--- config.mk ---
export PLATFORM = sky130hd
export DESIGN_NAME = bg_probe_reader_flat
export DESIGN_NICKNAME = d
export VERILOG_FILES = /design/src/rtl/bg_probe_reader_if.sv /design/src/rtl/bg_probe_reader.sv /design/src/flat_wrapper.sv
export SDC_FILE = /design/constraint.sdc
export NUM_CORES = 1
export LEC_CHECK = 0
export CELL_PAD_IN_SITES_DETAIL_PLACEMENT = 0
export CELL_PAD_IN_SITES_GLOBAL_PLACEMENT = 1
export CORE_MARGIN = 5
export CORE_UTILIZATION = 40
export DETAILED_ROUTE_END_ITERATION = 8
export MAX_ROUTING_LAYER = met4
export PLACE_DENSITY_LB_ADDON = 0.1
export SLEW_MARGIN = 20
export SYNTH_ARGS = -nofsm -noshare
export SYNTH_HDL_FRONTEND = slang
export SYNTH_SLANG_ARGS = --single-unit
--- constraint.sdc ---
create_clock -name clk -period 5.34 [get_ports clk]
set_input_delay 1.068 -clock clk [delete_from_list [all_inputs] [get_ports clk]]
set_output_delay 1.068 -clock clk [all_outputs]
set_load 0.03 [all_outputs]
--- src/rtl/bg_probe_reader_if.sv ---
// vga_if: pixel stream bundle shared along the background drawing chain.
// Carries raster timing (counters, syncs, blanking) plus the 12-bit colour.
// Modport "out" belongs to the stage driving the bundle. Modport "in" belongs
// to the stage consuming it.
interface vga_if;
  logic [10:0] hcount;
  logic [10:0] vcount;
  logic        hsync;
  logic        vsync;
  logic        hblnk;
  logic        vblnk;
  logic [11:0] rgb;

  modport out (output hcount, vcount, hsync, vsync, hblnk, vblnk, rgb);
  modport in  (input  hcount, vcount, hsync, vsync, hblnk, vblnk, rgb);
endinterface

--- src/rtl/bg_probe_reader.sv ---
// bg_probe_reader: inline tap on the background pixel stream.
// The block counts platform-coloured pixels in two probe strips:
//   - a foot strip directly below the character's feet;
//   - a head strip directly above the character's head.
// Once per frame, on the rising edge of vblnk, it publishes the contact results.
// The stream itself passes through with a single register stage.
// Optional build macro: PROBE_OVERLAY_EN paints both strips magenta on the output stream.
module bg_probe_reader #(
  parameter int          PROBE_W    = 16,
  parameter int          PROBE_H    = 4,
  parameter int          CHAR_H     = 64,
  parameter int          HIT_THRESH = 8,
  parameter logic [11:0] MATCH_RGB  = 12'h000
) (
  input  logic        clk,
  input  logic        rst_n,
  vga_if.in           in,
  vga_if.out          out,
  input  logic [10:0] probe_x,
  input  logic [10:0] probe_y,
  output logic        on_floor,
  output logic        head_hit,
  output logic [15:0] floor_cnt,
  output logic        result_valid
);

  typedef enum logic [1:0] {S_SYNC, S_WAIT, S_COUNT, S_PUBLISH} state_t;

  localparam logic signed [11:0] PW_S = 12'(PROBE_W);
  localparam logic signed [11:0] PH_S = 12'(PROBE_H);
  localparam logic signed [11:0] CH_S = 12'(CHAR_H);
  localparam logic [15:0]        THR  = 16'(HIT_THRESH);

  state_t      state_q, state_d;
  logic        vblnk_q;
  logic [10:0] px_q, py_q;
  logic [15:0] foot_cnt, head_cnt;

  logic latch_coords, clear_cnt, count_en, publish;
  logic frame_edge, active;
  logic in_cols, in_foot, in_head, foot_match, head_match;
  logic signed [11:0] h_s, v_s, x_lo, x_hi, foot_lo, foot_hi, head_lo, head_hi;
  logic [11:0] rgb_next;

  assign frame_edge = in.vblnk & ~vblnk_q;
  assign active     = ~in.hblnk & ~in.vblnk;

  // Strip geometry in 12-bit signed. A head strip above row 0 becomes negative
  // and can never match, so clipping falls out of the comparisons.
  assign h_s     = $signed({1'b0, in.hcount});
  assign v_s     = $signed({1'b0, in.vcount});
  assign x_lo    = $signed({1'b0, px_q});
  assign x_hi    = x_lo + PW_S - 12'sd1;
  assign foot_lo = $signed({1'b0, py_q}) + 12'sd1;
  assign foot_hi = $signed({1'b0, py_q}) + PH_S;
  assign head_lo = $signed({1'b0, py_q}) - CH_S - PH_S;
  assign head_hi = $signed({1'b0, py_q}) - CH_S - 12'sd1;

  assign in_cols = (h_s >= x_lo) && (h_s <= x_hi);
  assign in_foot = active && in_cols && (v_s >= foot_lo) && (v_s <= foot_hi);
  assign in_head = active && in_cols && (v_s >= head_lo) && (v_s <= head_hi);

  // Matching always looks at the incoming colour, never at the overlaid one.
  assign foot_match = count_en && in_foot && (in.rgb == MATCH_RGB);
  assign head_match = count_en && in_head && (in.rgb == MATCH_RGB);

`ifdef PROBE_OVERLAY_EN
  assign rgb_next = (in_foot || in_head) ? 12'hF0F : in.rgb;
`else
  assign rgb_next = in.rgb;
`endif

  // State register.
  always_ff @(posedge clk) begin
    // NOTE: sequential state uses non-blocking assignments. Every flop in the
    // same edge then sees pre-edge values, whatever order the blocks run in.
    if (!rst_n) state_q <= S_SYNC;
    else        state_q <= state_d;
  end

  // Next-state and control strobes for the frame sequencer.
  always_comb begin
    // NOTE: every output gets a default before the case. A path that leaves one
    // unassigned would otherwise infer a latch.
    state_d      = state_q;
    latch_coords = 1'b0;
    clear_cnt    = 1'b0;
    count_en     = 1'b0;
    publish      = 1'b0;
    unique case (state_q)
      S_SYNC: begin
        // First edge after reset only arms the counters. The partial frame is dropped.
        if (frame_edge) begin
          latch_coords = 1'b1;
          clear_cnt    = 1'b1;
          state_d      = S_WAIT;
        end
      end
      S_WAIT: begin
        if (!in.vblnk) state_d = S_COUNT;
      end
      S_COUNT: begin
        count_en = 1'b1;
        if (frame_edge) begin
          publish      = 1'b1;
          latch_coords = 1'b1;
          clear_cnt    = 1'b1;
          state_d      = S_PUBLISH;
        end
      end
      S_PUBLISH: state_d = S_WAIT;
      default:   state_d = S_SYNC;
    endcase
  end

  // Frame-edge history and per-frame coordinate latch.
  always_ff @(posedge clk) begin
    if (!rst_n) begin
      vblnk_q <= 1'b0;
      px_q    <= '0;
      py_q    <= '0;
    end else begin
      vblnk_q <= in.vblnk;
      if (latch_coords) begin
        px_q <= probe_x;
        py_q <= probe_y;
      end
    end
  end

  // Saturating match counters. The clear on a publish edge lands after their
  // values have been captured into the result registers.
  always_ff @(posedge clk) begin
    if (!rst_n || clear_cnt) begin
      foot_cnt <= '0;
      head_cnt <= '0;
    end else begin
      if (foot_match && (foot_cnt != 16'hFFFF)) foot_cnt <= foot_cnt + 16'd1;
      if (head_match && (head_cnt != 16'hFFFF)) head_cnt <= head_cnt + 16'd1;
    end
  end

  // Published results. They hold until the next publish, with a one-cycle valid strobe.
  always_ff @(posedge clk) begin
    if (!rst_n) begin
      floor_cnt    <= '0;
      on_floor     <= 1'b0;
      head_hit     <= 1'b0;
      result_valid <= 1'b0;
    end else begin
      result_valid <= publish;
      if (publish) begin
        floor_cnt <= foot_cnt;
        on_floor  <= (foot_cnt >= THR);
        head_hit  <= (head_cnt >= THR);
      end
    end
  end

  // One-stage registered pass-through of the stream.
  always_ff @(posedge clk) begin
    if (!rst_n) begin
      out.hcount <= '0;
      out.vcount <= '0;
      out.hsync  <= 1'b0;
      out.vsync  <= 1'b0;
      out.hblnk  <= 1'b0;
      out.vblnk  <= 1'b0;
      out.rgb    <= '0;
    end else begin
      out.hcount <= in.hcount;
      out.vcount <= in.vcount;
      out.hsync  <= in.hsync;
      out.vsync  <= in.vsync;
      out.hblnk  <= in.hblnk;
      out.vblnk  <= in.vblnk;
      out.rgb    <= rgb_next;
    end
  end

endmodule

--- src/flat_wrapper.sv ---
// flat-port wrapper written by rule: the top's interface ports become plain ports
module bg_probe_reader_flat 
#(
  parameter int          PROBE_W    = 16,
  parameter int          PROBE_H    = 4,
  parameter int          CHAR_H     = 64,
  parameter int          HIT_THRESH = 8,
  parameter logic [11:0] MATCH_RGB  = 12'h000
)
  (clk, rst_n, probe_x, probe_y, on_floor, head_hit, floor_cnt, result_valid, in_hcount, in_vcount, in_hsync, in_vsync, in_hblnk, in_vblnk, in_rgb, out_hcount, out_vcount, out_hsync, out_vsync, out_hblnk, out_vblnk, out_rgb);
  vga_if in_i ();
  vga_if out_i ();
  input  logic clk;
  input  logic rst_n;
  input  logic [10:0] probe_x;
  input  logic [10:0] probe_y;
  output logic on_floor;
  output logic head_hit;
  output logic [15:0] floor_cnt;
  output logic result_valid;
  input wire logic [$bits(in_i.hcount)-1:0] in_hcount;
  input wire logic [$bits(in_i.vcount)-1:0] in_vcount;
  input wire logic [$bits(in_i.hsync)-1:0] in_hsync;
  input wire logic [$bits(in_i.vsync)-1:0] in_vsync;
  input wire logic [$bits(in_i.hblnk)-1:0] in_hblnk;
  input wire logic [$bits(in_i.vblnk)-1:0] in_vblnk;
  input wire logic [$bits(in_i.rgb)-1:0] in_rgb;
  output wire logic [$bits(out_i.hcount)-1:0] out_hcount;
  output wire logic [$bits(out_i.vcount)-1:0] out_vcount;
  output wire logic [$bits(out_i.hsync)-1:0] out_hsync;
  output wire logic [$bits(out_i.vsync)-1:0] out_vsync;
  output wire logic [$bits(out_i.hblnk)-1:0] out_hblnk;
  output wire logic [$bits(out_i.vblnk)-1:0] out_vblnk;
  output wire logic [$bits(out_i.rgb)-1:0] out_rgb;
  assign in_i.hcount = in_hcount;
  assign in_i.vcount = in_vcount;
  assign in_i.hsync = in_hsync;
  assign in_i.vsync = in_vsync;
  assign in_i.hblnk = in_hblnk;
  assign in_i.vblnk = in_vblnk;
  assign in_i.rgb = in_rgb;
  assign out_hcount = out_i.hcount;
  assign out_vcount = out_i.vcount;
  assign out_hsync = out_i.hsync;
  assign out_vsync = out_i.vsync;
  assign out_hblnk = out_i.hblnk;
  assign out_vblnk = out_i.vblnk;
  assign out_rgb = out_i.rgb;
  bg_probe_reader #(.PROBE_W(PROBE_W), .PROBE_H(PROBE_H), .CHAR_H(CHAR_H), .HIT_THRESH(HIT_THRESH), .MATCH_RGB(MATCH_RGB)) u_core (.clk(clk), .rst_n(rst_n), .in(in_i), .out(out_i), .probe_x(probe_x), .probe_y(probe_y), .on_floor(on_floor), .head_hit(head_hit), .floor_cnt(floor_cnt), .result_valid(result_valid));
endmodule
* Yosys cells after proc, flatten, opt, wreduce, memory -nomap -nowiden
Index checks and enable logic that the tools add are counted.
** Storage, ports and cells
- Bits in registers :: 113
- Bits of input ports :: 62
- Output and inout bits :: 57
** Operators by class
- Add/subtract/negate cells :: 9
- $lt $le $gt $ge :: 8
- Equality and inequality tests :: 8
- Multiplexer cells :: 8
- Bitwise operators :: 5
- Reductions and logical operators :: 18
** Operators with widths (number)
- $le 12x12->1 :: 3
- $add 16x1->16 const B :: 2
- $ge 16x4->1 const B :: 2
- $ne 16x16->1 const B :: 2
- $ge 12x12->1 :: 2
- $sub 12x2->12 const B :: 2
- $add 11x1->12 const B :: 1
- $add 11x3->12 const B :: 1
- $add 11x5->12 const B :: 1
- $logic_and 1x1->1 :: 12
- $logic_not 12->1 :: 1
- $sub 11x7->12 const B :: 1
- $sub 12x4->12 const B :: 1
- $ge 11x11->1 :: 1
- $pmux 2 s4 :: 1
- $mux 2 :: 3
- $eq 2x2->1 const B :: 2
- $mux 1 :: 4
- $ne 2x1->1 const B :: 2
- $not 1->1 :: 3
- $reduce_and 3->1 :: 1
- $and 1x1->1 :: 2
- $eq 2x1->1 const B :: 1
- $logic_not 2->1 :: 1
- 4 further kinds :: 4

* Logic depth before layout (Yosys ltp)
- Word-level depth :: 10
- Mapped depth :: 18
- Mapped depth without buffers :: 14

* Worst setup path before layout
No wires, ideal clock.
- Path type :: reg2reg
- Start :: register u_core.py_q[6]
- End :: register u_core.head_cnt[10]
- Setup time :: 0.071 ns
- Data arrival time :: 3.775 ns
- Required time :: 5.269 ns
- Setup slack :: 1.494 ns
- Stages on the path, launching flop included :: 18
- Buffers on the path :: 4
- Period minus slack after synthesis :: 3.846 ns
- Path through :: dfxtp_1 -> clkbuf_1 -> inv_1 -> ha_1 -> xnor2_1 -> nand4_1 -> xnor2_1 -> ha_1 -> a211o_1 -> a21oi_1 -> o211ai_1 -> a31oi_1 -> or4_1 -> clkbuf_1 -> clkbuf_1 -> clkbuf_1 -> o21ai_0 -> a21oi_1
** On the way
- Word-level cells in the longest chain between the ends :: 8
** Ends and longest elaborated chain
- from (decl) :: RTL line bg_probe_reader.sv:36 : logic [10:0] px_q, py_q;
- from (signal assigned) :: RTL line bg_probe_reader.sv:126 : py_q <= probe_y;
- $sub 11x7->12 * :: RTL line bg_probe_reader.sv:56, bg_probe_reader.sv:57
- $sub 12x4->12 :: RTL line bg_probe_reader.sv:56 : assign head_lo = $signed({1'b0, py_q}) - CH_S - PH_S;
- $ge 12x12->1 :: RTL line bg_probe_reader.sv:61 : assign in_head = active && in_cols && (v_s >= head_lo) && (v_s <= head_hi);
- $logic_and 1x1->1 :: RTL line bg_probe_reader.sv:61
- $logic_and 1x1->1 * :: RTL line bg_probe_reader.sv:61
- $logic_and 1x1->1 * (2 in series) :: RTL line bg_probe_reader.sv:65 : assign head_match = count_en && in_head && (in.rgb == MATCH_RGB);
- $logic_and 1x1->1 * :: RTL line bg_probe_reader.sv:139 : if (head_match && (head_cnt != 16'hFFFF)) head_cnt <= head_cnt + 16'd1;
- to (signal assigned) :: RTL line bg_probe_reader.sv:139
- to (decl) :: RTL line bg_probe_reader.sv:37 : logic [15:0] foot_cnt, head_cnt;
Mark *: on every way between the ends. The rest lies on a longest branch, timed or not.
A chain may end at the register's enable or synchronous reset.

* Final worst setup path
- Start :: register u_core.py_q[4]
- End :: register u_core.foot_cnt[5]
** On the way
- Word-level cells in the longest chain between the ends :: 7
** Ends and longest elaborated chain
- $add 11x1->12 :: RTL line bg_probe_reader.sv:54 : assign foot_lo = $signed({1'b0, py_q}) + 12'sd1;
- $ge 12x12->1 :: RTL line bg_probe_reader.sv:60 : assign in_foot = active && in_cols && (v_s >= foot_lo) && (v_s <= foot_hi);
- $logic_and 1x1->1 :: RTL line bg_probe_reader.sv:60
- $logic_and 1x1->1 * :: RTL line bg_probe_reader.sv:60
- $logic_and 1x1->1 * (2 in series) :: RTL line bg_probe_reader.sv:64 : assign foot_match = count_en && in_foot && (in.rgb == MATCH_RGB);
- $logic_and 1x1->1 * :: RTL line bg_probe_reader.sv:138 : if (foot_match && (foot_cnt != 16'hFFFF)) foot_cnt <= foot_cnt + 16'd1;
- to (signal assigned) :: RTL line bg_probe_reader.sv:138
- to (decl) :: RTL line bg_probe_reader.sv:37
Marked as above.

==> results.sh <==
export IMPL_place_area_sq_mm=0.008324
export IMPL_yosysUniqueCellTypes=50
export IMPL_setup_viol=0
export IMPL_drc=0
export IMPL_area_growth_pct=28.38
export IMPL_fin_crit_ns=4.249
export IMPL_power_density_mw_per_mm2=353.7
export IMPL_wl_per_cell_um=15.78
export IMPL_drtIter0Drc=251
export IMPL_synthesis_nets=985
export IMPL_critical_path_class="reg2reg"
export IMPL_netlist_instances=845
export IMPL_ant_nets=0
export IMPL_hold_viol_final=0
export IMPL_max_freq_ghz=0.2354
export IMPL_fin_tns_setup_ns=0
export IMPL_die_area_sq_mm=0.02019
export IMPL_clk_root_buffer_cell="clkbuf_16"
export IMPL_ys_ff_latch=113
export IMPL_n_antenna_cell=0
export IMPL_synthFlopType="dfxtp_1"
export IMPL_power_frac_seq_pct=30.3
export IMPL_critPathLaunchType="register"
export IMPL_synth_edff_count=0
export IMPL_start_util_pct=40.49
export IMPL_p_clk_share_pct=38.3
export IMPL_combPwrFrac_pct=31.4
export IMPL_cp_data_required_time_ns=5.67
export IMPL_cts_htree_levels=4
export IMPL_final_nets=1088
export IMPL_gp_congestion=0.9141
export IMPL_slew_violations=0
export IMPL_min_path_type="reg2reg"
export IMPL_grt_pass1_vias=6339
export IMPL_clkSinkCount=113
export IMPL_hold_start="u_core.floor_cnt[6]"
export IMPL_overflow=0
export IMPL_async_flop_share_pct=0
export IMPL_leakagePower_uw=0.003238
export IMPL_final_cell_area_sq_mm=0.008960
export IMPL_syn_area_per_cell_sq_um=8.259
export IMPL_via_count=6385
export IMPL_grt_max_degree=84
export IMPL_end_kind="register"
export IMPL_layout_drive_gt1_share_pct=4.891
export IMPL_critPathLaunch="u_core.py_q[4]"
export IMPL_io_pins=119
export IMPL_synth_area_sq_mm=0.006979
export IMPL_critPathMaxFanout=27
export IMPL_yosys_warnings=0
export IMPL_period_share_pct=79.57
export IMPL_status="complete, no violations"
export IMPL_port_buffers=118
export IMPL_cts_resized=0
export IMPL_routed_wl_um=18720
export IMPL_clockBufferDepth=2
export IMPL_antenna_found_initial=0
export IMPL_synth_seq_area_share_pct=32.41
export IMPL_worstPathArrival_ns=4.58
export IMPL_max_slew_margin_pct=31.42
export IMPL_utilization_pct=51.98
export IMPL_p_int_uw=2120
export IMPL_tightest_slew_ns=1.026
export IMPL_rsz0062_at_grt="no"
export IMPL_cts_buffers=17
export IMPL_worst_hold_path_num_cells=2
export IMPL_fin_skew_ns=0.005885
export IMPL_cts_hold_buf=0
export IMPL_maxCapViolCount=0
export IMPL_cts_tree="done"
export IMPL_routed_via_density=5.384
export IMPL_vdd_drop_max_v=0.0002703
export IMPL_grt_pass1_wl_um=30850
export IMPL_dp_hpwl_um=13930
export IMPL_die_x_um=142.1
export IMPL_die_h_um=142.1
export IMPL_post_cts_buffers=0
export IMPL_num_rows=48
export IMPL_reg2reg_from="u_core.py_q[4]"
export IMPL_grt_use_total_pct=19.40
export IMPL_p_switching_uw=1049
export IMPL_firstDrtPassIters=5
export IMPL_clkSlewWorstSetupHoldPaths_ns=0.06
export IMPL_p_sw_share_pct=33.10
export IMPL_insertion_delay_ns=0.42
export IMPL_fp_coreArea_sq_mm=0.01724
export IMPL_reg2regPathDepth=13
-- cells in the mapped netlist (2+ instances only) --
cell type / instances / area (sq um)
and3_1: 11 / 68.82
o31a_1: 2 / 17.52
o31ai_1: 19 / 142.6
a2111oi_0: 2 / 17.52
and2_1: 47 / 294.0
nor3b_1: 3 / 22.52
nand4_1: 32 / 200.2
nor2_1: 35 / 131.4
o211ai_1: 6 / 45.04
nand3b_1: 2 / 15.01
buf_1: 2 / 7.510
a21boi_0: 38 / 285.3
nand2b_1: 13 / 81.33
dfxtp_1: 113 / 2262
or3_1: 8 / 50.05
mux2i_1: 5 / 50.05
inv_1: 33 / 123.9
or4_1: 25 / 187.7
xor2_1: 12 / 105.1
or2_2: 2 / 12.51
nor2b_1: 5 / 31.28
nand4b_1: 2 / 17.52
clkbuf_1: 38 / 142.6
a21o_1: 2 / 15.01
a21oi_1: 32 / 160.2
nand3_1: 26 / 130.1
a211oi_1: 7 / 52.55
xnor2_1: 33 / 289.0
o21a_1: 3 / 22.52
a31oi_1: 6 / 37.54
nor4_1: 13 / 81.33
o21ai_0: 31 / 155.2
a311o_1: 2 / 20.02
buf_6: 2 / 22.52
and4_1: 6 / 52.55
nor3_1: 24 / 120.1
nand2_1: 113 / 424.2
ha_1: 78 / 975.9
-- registers in the layout (all words and copies together) (netlist names), 2 cells and up --
name / cells
u_core.floor_cnt: 16
u_core.foot_cnt: 16
u_core.head_cnt: 16
u_core.out.hcount: 11
u_core.out.rgb: 12
u_core.out.vcount: 11
u_core.px_q: 11
u_core.py_q: 11
u_core.state_q: 2
-- path summary, 6_finish.rpt --
check	to	slack, ns
max	u_core.foot_cnt[5]	1.09
min	u_core.floor_cnt[6]	0.46
max reg2reg	u_core.foot_cnt[5]	1.09
min reg2reg	u_core.floor_cnt[6]	0.46
-- routing by layer --
metal	global-route usage (%)	share of wire [%]	vias up
met2	31.30	48	138
li1	-	-	3234
met3	5.511	4.8	38
met1	23.13	45	2975
met4	6.970	2.4	0
met5	-	0	-
-- cell families (layout without fill, tap and decap cells) --
kind of cell	Yosys count	after routing	synth area share [%]
AND/OR/NAND/NOR	372	372	28.27
flip-flops	113	113	32.41
XOR/XNOR	45	45	5.647
AO/OA/AOI/OAI	157	157	14.72
adder cells (fa/ha/maj)	78	78	13.98
buffers and inverters	75	191	4.249
multiplexers	5	5	0.7171
-- cells in the final DEF (no fill, tap or decap), types with 5 or more instances in the layout --
| master | n |
|---|---|
| o31ai_1 | 19 |
| mux2i_1 | 5 |
| o211ai_1 | 6 |
| a21oi_1 | 32 |
| or3_1 | 8 |
| clkbuf_16 | 17 |
| or4_1 | 25 |
| a211oi_1 | 7 |
| nor3_1 | 24 |
| nor2b_1 | 5 |
| buf_4 | 8 |
| ha_1 | 78 |
| and3_1 | 11 |
| xor2_1 | 12 |
| nand3_1 | 26 |
| nor2_1 | 35 |
| nor4_1 | 13 |
| clkdlybuf4s50_1 | 117 |
| and2_1 | 47 |
| nand2b_1 | 13 |
| nand4_1 | 32 |
| a21boi_0 | 38 |
| o21ai_0 | 31 |
| xnor2_1 | 33 |
| inv_1 | 33 |
| nand2_1 | 113 |
| and4_1 | 6 |
| a31oi_1 | 6 |
| clkbuf_8 | 6 |
| dfxtp_1 | 113 |
-- power by group through the flow --
stage          combinational [uW]  sequential, uW  clock, uW
6_report                      994             961       1210
5_1_grt                      1130             970       1280
4_1_cts                      1010             961       1240
3_5_place_dp                  998             979          0
3_3_place_gp                  974             976          0
2_1_floorplan                 681             980          0
-- area by class of cell --
class                           count  area [sq um]
Multi-Input combinational cell    657          4420
Timing Repair Buffer              126          1236
Clock buffer                       24         511.7
Inverter                           33         123.9
Tap cell                          225         281.5
Sequential cell                   113          2262
Clock inverter                      8         123.9
Fill cell                        1614          8277
-- critical path, stage by stage, from the launching register on --
cell and delay (ns):
dfxtp_1 0.55, nand3_1 0.26, or2_2 0.41, nor2_1 0.16, nand3_1 0.11, xor2_1 0.19, ha_1 0.32, o21a_1 0.11
o21ai_0 0.10, nor4_1 0.34, nor4_1 0.14, or3_1 0.67, or4_1 0.63, a21oi_1 0.15
-- per-stage QoR --
step                      worst slack [ns]  hold WS (ns)  power [uW]  instances
after floorplan                      1.494        0.4564        1661        845
after global placement               1.031        0.4512        1950       1154
after detailed placement            0.9146        0.4613        1977       1154
after CTS                            1.070        0.4687        3206       1186
after global routing                0.6572        0.4777        3379       1186
final                                1.091        0.4640        3169       1186
No activity file was read; power rests on OpenSTA's default activity.
